[config.mk]
export PLATFORM = sky130hd
export DESIGN_NAME = bcd_counter2
export DESIGN_NICKNAME = d
export VERILOG_FILES = /design/src/rtl/bcd_counter2.sv
export SDC_FILE = /design/constraint.sdc
export NUM_CORES = 1
export LEC_CHECK = 0
export ABC_AREA = 1
export CORE_MARGIN = 3
export CORE_UTILIZATION = 45
export DETAILED_ROUTE_END_ITERATION = 10
export GPL_ROUTABILITY_DRIVEN = 1
export PLACE_DENSITY = 0.65
export SLEW_MARGIN = 5
export SYNTH_ARGS = -nofsm -noshare
export SYNTH_HDL_FRONTEND = slang
export SYNTH_SLANG_ARGS = --single-unit
[constraint.sdc]
create_clock -name Clock -period 2.3 [get_ports Clock]
set_input_delay 0.345 -clock Clock [delete_from_list [all_inputs] [get_ports Clock]]
set_output_delay 0.345 -clock Clock [all_outputs]
set_load 0.005 [all_outputs]
[src/rtl/bcd_counter2.sv]
// Two-digit BCD up/down counter with prescaled step rate, enable and parallel load.
// Digits only ever hold 0..9, so they can feed bcd7seg decoders directly.
module bcd_counter2 #(
   parameter int unsigned TICK_DIV = 50000000,
   parameter int unsigned PRE_W    = 26
) (
   input  logic       Clock,
   input  logic       Reset,
   input  logic       En,
   input  logic       Up,
   input  logic       Load,
   input  logic [3:0] D1,
   input  logic [3:0] D0,
   output logic [3:0] BCD1,
   output logic [3:0] BCD0,
   output logic       Tick,
   output logic       Wrap
);

   localparam logic [PRE_W-1:0] PRE_MAX = PRE_W'(TICK_DIV - 1);

   logic [PRE_W-1:0] pre_q, pre_d;
   logic [3:0]       tens_q, tens_d;
   logic [3:0]       ones_q, ones_d;
   logic             tick_q, tick_d;
   logic             wrap_q, wrap_d;
   logic             step_s;

   function automatic logic [3:0] clamp_bcd(input logic [3:0] v);
      if (v > 4'd9) begin
         return 4'd9;
      end else begin
         return v;
      end
   endfunction

   // Prescaler: restarts on load, freezes when disabled, flags a step on terminal count.
   always_comb begin
      pre_d  = pre_q;
      step_s = 1'b0;
      if (Load) begin
         pre_d = '0;
      end else if (En) begin
         if (pre_q == PRE_MAX) begin
            pre_d  = '0;
            step_s = 1'b1;
         end else begin
            pre_d = pre_q + PRE_W'(1);
         end
      end else begin
         pre_d = pre_q;
      end
   end

   // Digit update, with Tick/Wrap computed so they appear alongside the new digits.
   always_comb begin
      tens_d = tens_q;
      ones_d = ones_q;
      tick_d = 1'b0;
      wrap_d = 1'b0;
      if (Load) begin
         tens_d = clamp_bcd(D1);
         ones_d = clamp_bcd(D0);
      end else if (step_s) begin
         tick_d = 1'b1;
         case (Up)
            1'b1: begin
               if (ones_q < 4'd9) begin
                  ones_d = ones_q + 4'd1;
               end else begin
                  ones_d = 4'd0;
                  if (tens_q < 4'd9) begin
                     tens_d = tens_q + 4'd1;
                  end else begin
                     tens_d = 4'd0;
                     wrap_d = 1'b1;
                  end
               end
            end
            1'b0: begin
               // Out-of-range codes are unreachable; treat them like 9 so they resolve legally.
               if (ones_q != 4'd0) begin
                  ones_d = clamp_bcd(ones_q) - 4'd1;
               end else begin
                  ones_d = 4'd9;
                  if (tens_q != 4'd0) begin
                     tens_d = clamp_bcd(tens_q) - 4'd1;
                  end else begin
                     tens_d = 4'd9;
                     wrap_d = 1'b1;
                  end
               end
            end
            default: begin
               tens_d = tens_q;
               ones_d = ones_q;
            end
         endcase
      end else begin
         tens_d = tens_q;
         ones_d = ones_q;
      end
   end

   // State and output registers.
   always_ff @(posedge Clock or posedge Reset) begin
      if (Reset) begin
         pre_q  <= '0;
         tens_q <= 4'd0;
         ones_q <= 4'd0;
         tick_q <= 1'b0;
         wrap_q <= 1'b0;
      end else begin
         pre_q  <= pre_d;
         tens_q <= tens_d;
         ones_q <= ones_d;
         tick_q <= tick_d;
         wrap_q <= wrap_d;
      end
   end

   assign BCD1 = tens_q;
   assign BCD0 = ones_q;
   assign Tick = tick_q;
   assign Wrap = wrap_q;

endmodule

==> metrics, run 1 <==
run status completed; count of final hold-check violations 0; TritonCTS clock tree yes; post-synthesis cell type count 33; Detailed Place HPWL 4430 um; Gate Count Post-Synth 367; number of maximum-capacitance constraint violations 0; critical-path maximum fanout 6; number of levels the H-tree was split into 2; total grt overflow 0; global router's overall resource usage 19.7%; wire length of the first global-routing pass 10000 um; Critical Path Start Type register; most used flip-flop cell after synthesis sky130_fd_sc_hd__dfrtp_1; count of inserted antenna diode cells 0; number of nets in the layout 418; Yosys top cell area share 35.6%; width of the die 80.9 um; Setup Total Neg Slack 0 ns; worst vdd ir 0.428 mV; final critical-path required period 2.07 ns; total vias in the final route 2363; clock network latency to the later pin of the worst-skew pair 0.28 ns; max-slew violation total from the final report 0; floorplan die area 0.00655 mm^2; top cells by area, synth sky130_fd_sc_hd__dfrtp_1 36%, sky130_fd_sc_hd__nand2_1 15%, sky130_fd_sc_hd__nor2_1 9.4%; clock buffers created by TritonCTS 5; area of all placed cells without fillers 0.00293 mm^2; cell at the root of the clock tree sky130_fd_sc_hd__clkbuf_8; maximum operating frequency 484 MHz; Synth async-reset ratio 100%; layout cells sized above 1 6.80%; skew final 0.00795 ns; number of DRC markers in iteration 0 131; total DRC errors in the routed layout 0; NetSw 0.603 mW; via count of the first global-routing pass 2306; power density of the placed cells 606 mW/mm^2; Critical path origin BCD0[0]; maximum clock insertion buffer count 2; startpoint of the lowest-slack register-to-register path BCD0[0]; starting utilization of the core area 48.0%; leakage power 1.37 nW; post-synthesis register bit count 36; switching part of the total power 34.0%; layout-stage area growth over the synthesis result 15.7%; portion of total power attributed to the clock network 26.2%; total I/O pin count 23; quantity of gates resized following cts 0; number of endpoints failing setup at the final stage 0; number of antenna violations at the first check in global routing 0; clock-pin slew on the worst setup and hold paths 0.07 ns; core region area 0.00527 mm^2; maximum number of pins on one net before global-route repair 37; clock sink count 36; First-pass DRT Iterations 4; final wirelength 5740 um; die boundary height 80.9 um; hold bufs inserted after CTS 0; number of routed nets with antenna violations 0; fraction of power consumed by sequential logic 42.7%; post-CTS setup-driven buffer insertion count 0; worst hold-check path type in -> async; final weighted congestion in routability-driven placement 0.882; post-detailed-route wirelength per cell 12.3 um; Required @ worst endpoint 2.51 ns; sequential share of the synthesized area 35.6%; Least-Margin Pin Slew 0.499 ns; number of rows in the core area 26; register-to-register path setup slack 0.23 ns; final period utilization 89.9%; cell internal power dissipation 1.17 mW; terminus of the critical flop-to-flop path BCD0[2]; total of warnings raised by yosys 0; post-synthesis cell type with the largest combined area sky130_fd_sc_hd__dfrtp_1; Via density 5.06; cell count of the worst reg-to-reg path 12; Arr. time, crit path 2.28 ns; tightest slew margin relative to the limit 66.5%; combined area of all synthesized cells 0.00253 mm^2; count of buffers inserted at the top-level ports 22; cell area after placement 0.00284 mm^2; portion of total power attributed to combinational logic 31.1%; type of destination of the critical path register; unrepaired setup endpoints after global routing false; syn avg cell area 6.89 um^2; syn_nets 389; number of enable-type register cells in the synthesized netlist 0; WS Path Type reg -> reg
[logic make-up after synthesis]
logic type	count (synthesis)	synth area share, %
fa+ha+maj	9	4.46
compound gates	36	8.07
simple gates	226	39.9
buf+inv	47	7.43
xor+xnor	13	4.50
flops	36	35.6
[how the worst max path moves through the flow]
stage	end	depth (start not counted)
after global placement	BCD0[2]	12
after global routing	BCD0[2]	12
final	BCD0[2]	12
after floorplan	BCD0[2]	12
after CTS	BCD0[2]	12
after detailed placement	BCD0[2]	12
[per-stage QoR]
stage | util, % | hold slack, ns | std cells | worst slack [ns] | total power [mW]
5_1_grt | 55.5 | 0.505 | 467 | 0.00512 | 1.91
6_report | 55.5 | 0.465 | 467 | 0.232 | 1.77
3_3_place_gp | 53.8 | 0.503 | 459 | 0.266 | 1.31
2_1_floorplan | - | 0.475 | 367 | 0.491 | 1.11
3_5_place_dp | 53.8 | 0.508 | 459 | 0.228 | 1.32
4_1_cts | 55.5 | 0.475 | 467 | 0.230 | 1.79
[cells in the mapped netlist, types with 2 or more instances]
cell                       instances
sky130_fd_sc_hd__xnor2_1           4
sky130_fd_sc_hd__nor2_2            2
sky130_fd_sc_hd__nor2_4            3
sky130_fd_sc_hd__o211ai_1          5
sky130_fd_sc_hd__nor2_1           63
sky130_fd_sc_hd__nand4_1           4
sky130_fd_sc_hd__dfrtp_1          36
sky130_fd_sc_hd__o21ai_1           2
sky130_fd_sc_hd__nand2_1         104
sky130_fd_sc_hd__inv_2             4
sky130_fd_sc_hd__inv_1            40
sky130_fd_sc_hd__nor3_1            4
sky130_fd_sc_hd__a21oi_1          12
sky130_fd_sc_hd__nand3_1          34
sky130_fd_sc_hd__ha_1              9
sky130_fd_sc_hd__nand3_2           4
sky130_fd_sc_hd__o21ai_0          12
sky130_fd_sc_hd__nand2_4           2
sky130_fd_sc_hd__xor2_1            9
[metal layers]
| metal | track usage [%] | vias up | part of all wire (%) |
|---|---|---|---|
| li1 | - | 1228 | - |
| met4 | 4.56 | 0 | 0.89 |
| met5 | 0 | - | 0 |
| met3 | 4.32 | 6 | 3.3 |
| met2 | 32.2 | 41 | 47 |
| met1 | 26.6 | 1088 | 49 |
[power groups by stage]
stage	Sequential, mW	Combinational, mW	Clock [mW]
6_report	0.757	0.551	0.464
5_1_grt	0.772	0.623	0.513
4_1_cts	0.755	0.555	0.481
3_5_place_dp	0.766	0.551	0
3_3_place_gp	0.766	0.548	0
2_1_floorplan	0.751	0.363	0
[placed cells by master (no fill, tap or decap), drive strengths merged, types with 3 or more instances in the layout]
master	netlist	final
nor3b	3	3
nand3	38	38
nand2	107	107
inv	44	44
buf	2	3
clkbuf	1	8
o21ai	14	14
ha	9	9
o211ai	5	5
xnor2	4	4
a21oi	12	12
nor3	4	4
nor2	68	68
dfrtp	36	36
nand4	4	4
xor2	9	9
clkdlybuf4s50	0	22
[worst max-delay path, cell delays in order (launching register included)]
cell and delay (ns):
sky130_fd_sc_hd__dfrtp_1 0.44, sky130_fd_sc_hd__inv_1 0.13, sky130_fd_sc_hd__ha_1 0.27, sky130_fd_sc_hd__a21oi_1 0.23, sky130_fd_sc_hd__nand2_1 0.14, sky130_fd_sc_hd__nand2_1 0.10
sky130_fd_sc_hd__inv_1 0.04, sky130_fd_sc_hd__ha_1 0.18, sky130_fd_sc_hd__xnor2_1 0.15, sky130_fd_sc_hd__nand3_1 0.08, sky130_fd_sc_hd__o211ai_1 0.09, sky130_fd_sc_hd__nand2_1 0.07
sky130_fd_sc_hd__o21ai_0 0.07
[state kept, by name, summed over array words and instances (netlist names)]
signal,flops
Wrap,1
Tick,1
BCD0,4
pre_q,26
BCD1,4
[final cells by class]
type	instances	area, um^2
multi-input cells	284	1440
well taps	70	87.6
flip-flops and latches	36	901
inverters	44	165
clock buffers	8	90.1
repair buffers	25	243
fillers	550	2340
Note: power is estimated with default switching activity, not from simulation.
==> run 2, diff against run 1 <==
--- a/config.mk
+++ b/config.mk
@@ -13,3 +13,2 @@
 export PLACE_DENSITY = 0.65
-export SLEW_MARGIN = 5
 export SYNTH_ARGS = -nofsm -noshare
==> constraint.sdc (replaced) <==
create_clock -name Clock -period 2.3 [get_ports Clock]
set_input_delay 0.46 -clock Clock [delete_from_list [all_inputs] [get_ports Clock]]
set_output_delay 0.46 -clock Clock [all_outputs]
set_load 0.005 [all_outputs]
==> run 2 against run 1 <==
  * Utilization grew 0.62 points
  * Total power grew 1.1%
  * Clock skew is essentially flat
  * Via count grew 0.76%
  * Clock power grew 2%
  * Setup slack lost 0.0081 ns
  * Fmax shrank 0.39%
  * Largest cell class unchanged
==> metrics, run 2 (same netlist as run 1, synthesis figures left out) <==
type of destination of the critical path register; Arr. time, crit path 2.29 ns (about the same); run status completed; tightest slew margin relative to the limit 69.8% (+3.3 points); die boundary height 80.9 um (unchanged); final setup slack of the worst path 0.224 ns (-0.00810 ns); total vias in the final route 2381 (+0.76%); core region area 0.00527 mm^2 (unchanged); power density of the placed cells 606 mW/mm^2 (about the same); count of inserted antenna diode cells 0 (unchanged); cells along the critical path inv_1 > ha_1 > a21oi_1 > nand2_1 > nand2_1 > inv_1 > ha_1 > xnor2_1 > nand3_1 > o211ai_1 > nand2_1 > o21ai_0; post-detailed-route wirelength per cell 12.3 um (-0.19%); Via density 5.06 (about the same); capturing element of the worst setup path BCD0[2]; cell at the root of the clock tree sky130_fd_sc_hd__clkbuf_8; number of DRC markers in iteration 0 151 (+15%); post-CTS setup-driven buffer insertion count 0 (unchanged); max-slew violation total from the final report 0 (unchanged); busiest metal layer after global routing met2; Worst path max stage delay 0.43 ns (about the same); highest-delay cell along the critical path sky130_fd_sc_hd__dfrtp_1; number of endpoints failing setup at the final stage 0 (unchanged); width of the die 80.9 um (unchanged); TritonCTS clock tree yes; worst path buffer plus inverter count 2 (unchanged); GR Util met2 33.9% (+1.7 points); worst hold-check path type reg -> reg; commonest non-fill, non-tap cell in the layout sky130_fd_sc_hd__nand2_1; number of routed nets with antenna violations 0 (unchanged); global router's overall resource usage 19.9% (+0.19 points); count of buffers inserted at the top-level ports 22 (unchanged); number of antenna violations at the first check in global routing 0 (unchanged); final weighted congestion in routability-driven placement 0.907 (+2.8%); Critical path origin BCD0[0]; GR met1 Demand/Resource 25.6% (-1.1 points); cell count along the critical path 12 (unchanged); total I/O pin count 23 (unchanged); skew final 0.00824 ns (+0.000292 ns); layout-stage area growth over the synthesis result 17.0%; total grt overflow 0 (unchanged); Least-Margin Pin Slew 0.449 ns (-0.0495 ns); quantity of gates resized following cts 0 (unchanged); clock network latency to the later pin of the worst-skew pair 0.29 ns (about the same); starting utilization of the core area 48.0% (unchanged); maximum number of pins on one net before global-route repair 37 (unchanged); number of rows in the core area 26 (unchanged); startpoint of the lowest-slack register-to-register path BCD0[0]; via count of the first global-routing pass 2314 (+0.35%); final period utilization 90.3% (+0.35 points); met3 usage 3.66% (-0.67 points); First-pass DRT Iterations 4 (unchanged); clock buffers created by TritonCTS 5 (unchanged); Critical Path Start Type register; DP Worst Slack 0.199 ns (-0.0294 ns); clock sink count 36 (unchanged); leakage power 1.39 nW (+1.8%); hold bufs inserted after CTS 0 (unchanged); total DRC errors in the routed layout 0 (unchanged); Setup Total Neg Slack 0 ns (unchanged); maximum operating frequency 482 MHz (-0.39%); critical-path maximum fanout 6 (unchanged); Detailed Place HPWL 4470 um (+0.82%); cell type group with the largest total delay on the critical path adder cells; unrepaired setup endpoints after global routing false; terminus of the critical flop-to-flop path BCD0[2]; wire length of the first global-routing pass 10200 um (+2.0%); final wirelength 5770 um (+0.66%); cell count of the worst reg-to-reg path 12 (unchanged); largest register by flop count pre_q; commonest cells after routing, fill and taps aside 104 x sky130_fd_sc_hd__nand2_1, 63 x sky130_fd_sc_hd__nor2_1, 40 x sky130_fd_sc_hd__inv_1; WS Path Type reg -> reg; maximum clock insertion buffer count 2 (unchanged); clock-pin slew on the worst setup and hold paths 0.08 ns (about the same); worst vdd ir 0.440 mV (+2.7%); Required @ worst endpoint 2.52 ns (about the same); Largest register FFs 26 (unchanged); layout cells sized above 1 8.23% (+1.4 points); cell repeated most along the worst path sky130_fd_sc_hd__nand2_1; final critical-path required period 2.08 ns (+0.00809 ns); number of nets in the layout 422 (+0.96%); number of maximum-capacitance constraint violations 0 (unchanged); floorplan die area 0.00655 mm^2 (unchanged); register-to-register path setup slack 0.22 ns (about the same); number of levels the H-tree was split into 2 (unchanged); count of final hold-check violations 0 (unchanged)
-- run 2: cell type report --
class | count | area (um^2)
repair buffers | 29 | 273
well taps | 70 | 87.6
clock buffers | 6 | 82.6
inverters | 44 | 165
fillers | 543 | 2310
clock inverters | 2 | 10.0
flip-flops and latches | 36 | 901
multi-input cells | 284 | 1440
-- run 2: metal layers --
metal / wire length [um] / vias to the layer above
li1: - / 1237
met1: 2780 / 1087
met2: 2670 / 49
met3: 240 / 8
met4: 89 / 0
met5: 0 / -
-- run 2: worst min-delay path by stage --
stage,start,endpoint,cells after the start
3_3_place_gp,pre_q[22],pre_q[22],2
5_1_grt,pre_q[1],pre_q[1],2
3_5_place_dp,pre_q[1],pre_q[1],2
2_1_floorplan,pre_q[1],pre_q[1],2
4_1_cts,pre_q[1],pre_q[1],2
6_report,pre_q[1],pre_q[1],2
-- run 2: worst min-delay path, stage by stage, from the launching register on --
cell and delay [ns]:
sky130_fd_sc_hd__dfrtp_1 0.39, sky130_fd_sc_hd__nand2_1 0.06, sky130_fd_sc_hd__nand2_1 0.05
-- run 2: per-stage QoR --
step / area [um^2] / utilization [%] / power [mW] / hold WS, ns / cells
2_1_floorplan: 2530 / - / 1.11 / 0.475 / 367
3_3_place_gp: 2870 / 54.4 / 1.33 / 0.535 / 463
3_5_place_dp: 2870 / 54.4 / 1.33 / 0.509 / 463
4_1_cts: 2960 / 56.1 / 1.81 / 0.528 / 471
5_1_grt: 2960 / 56.1 / 1.94 / 0.587 / 471
6_report: 2960 / 56.1 / 1.79 / 0.530 / 471
-- run 2: where the power goes --
part	internal (mW)	leakage (nW)	total [mW]	switching (mW)
Sequential	0.675	0.491	0.744	0.0685
Combinational	0.262	0.853	0.577	0.314
Clock	0.239	0.0510	0.471	0.232
Total	1.18	1.39	1.79	0.614
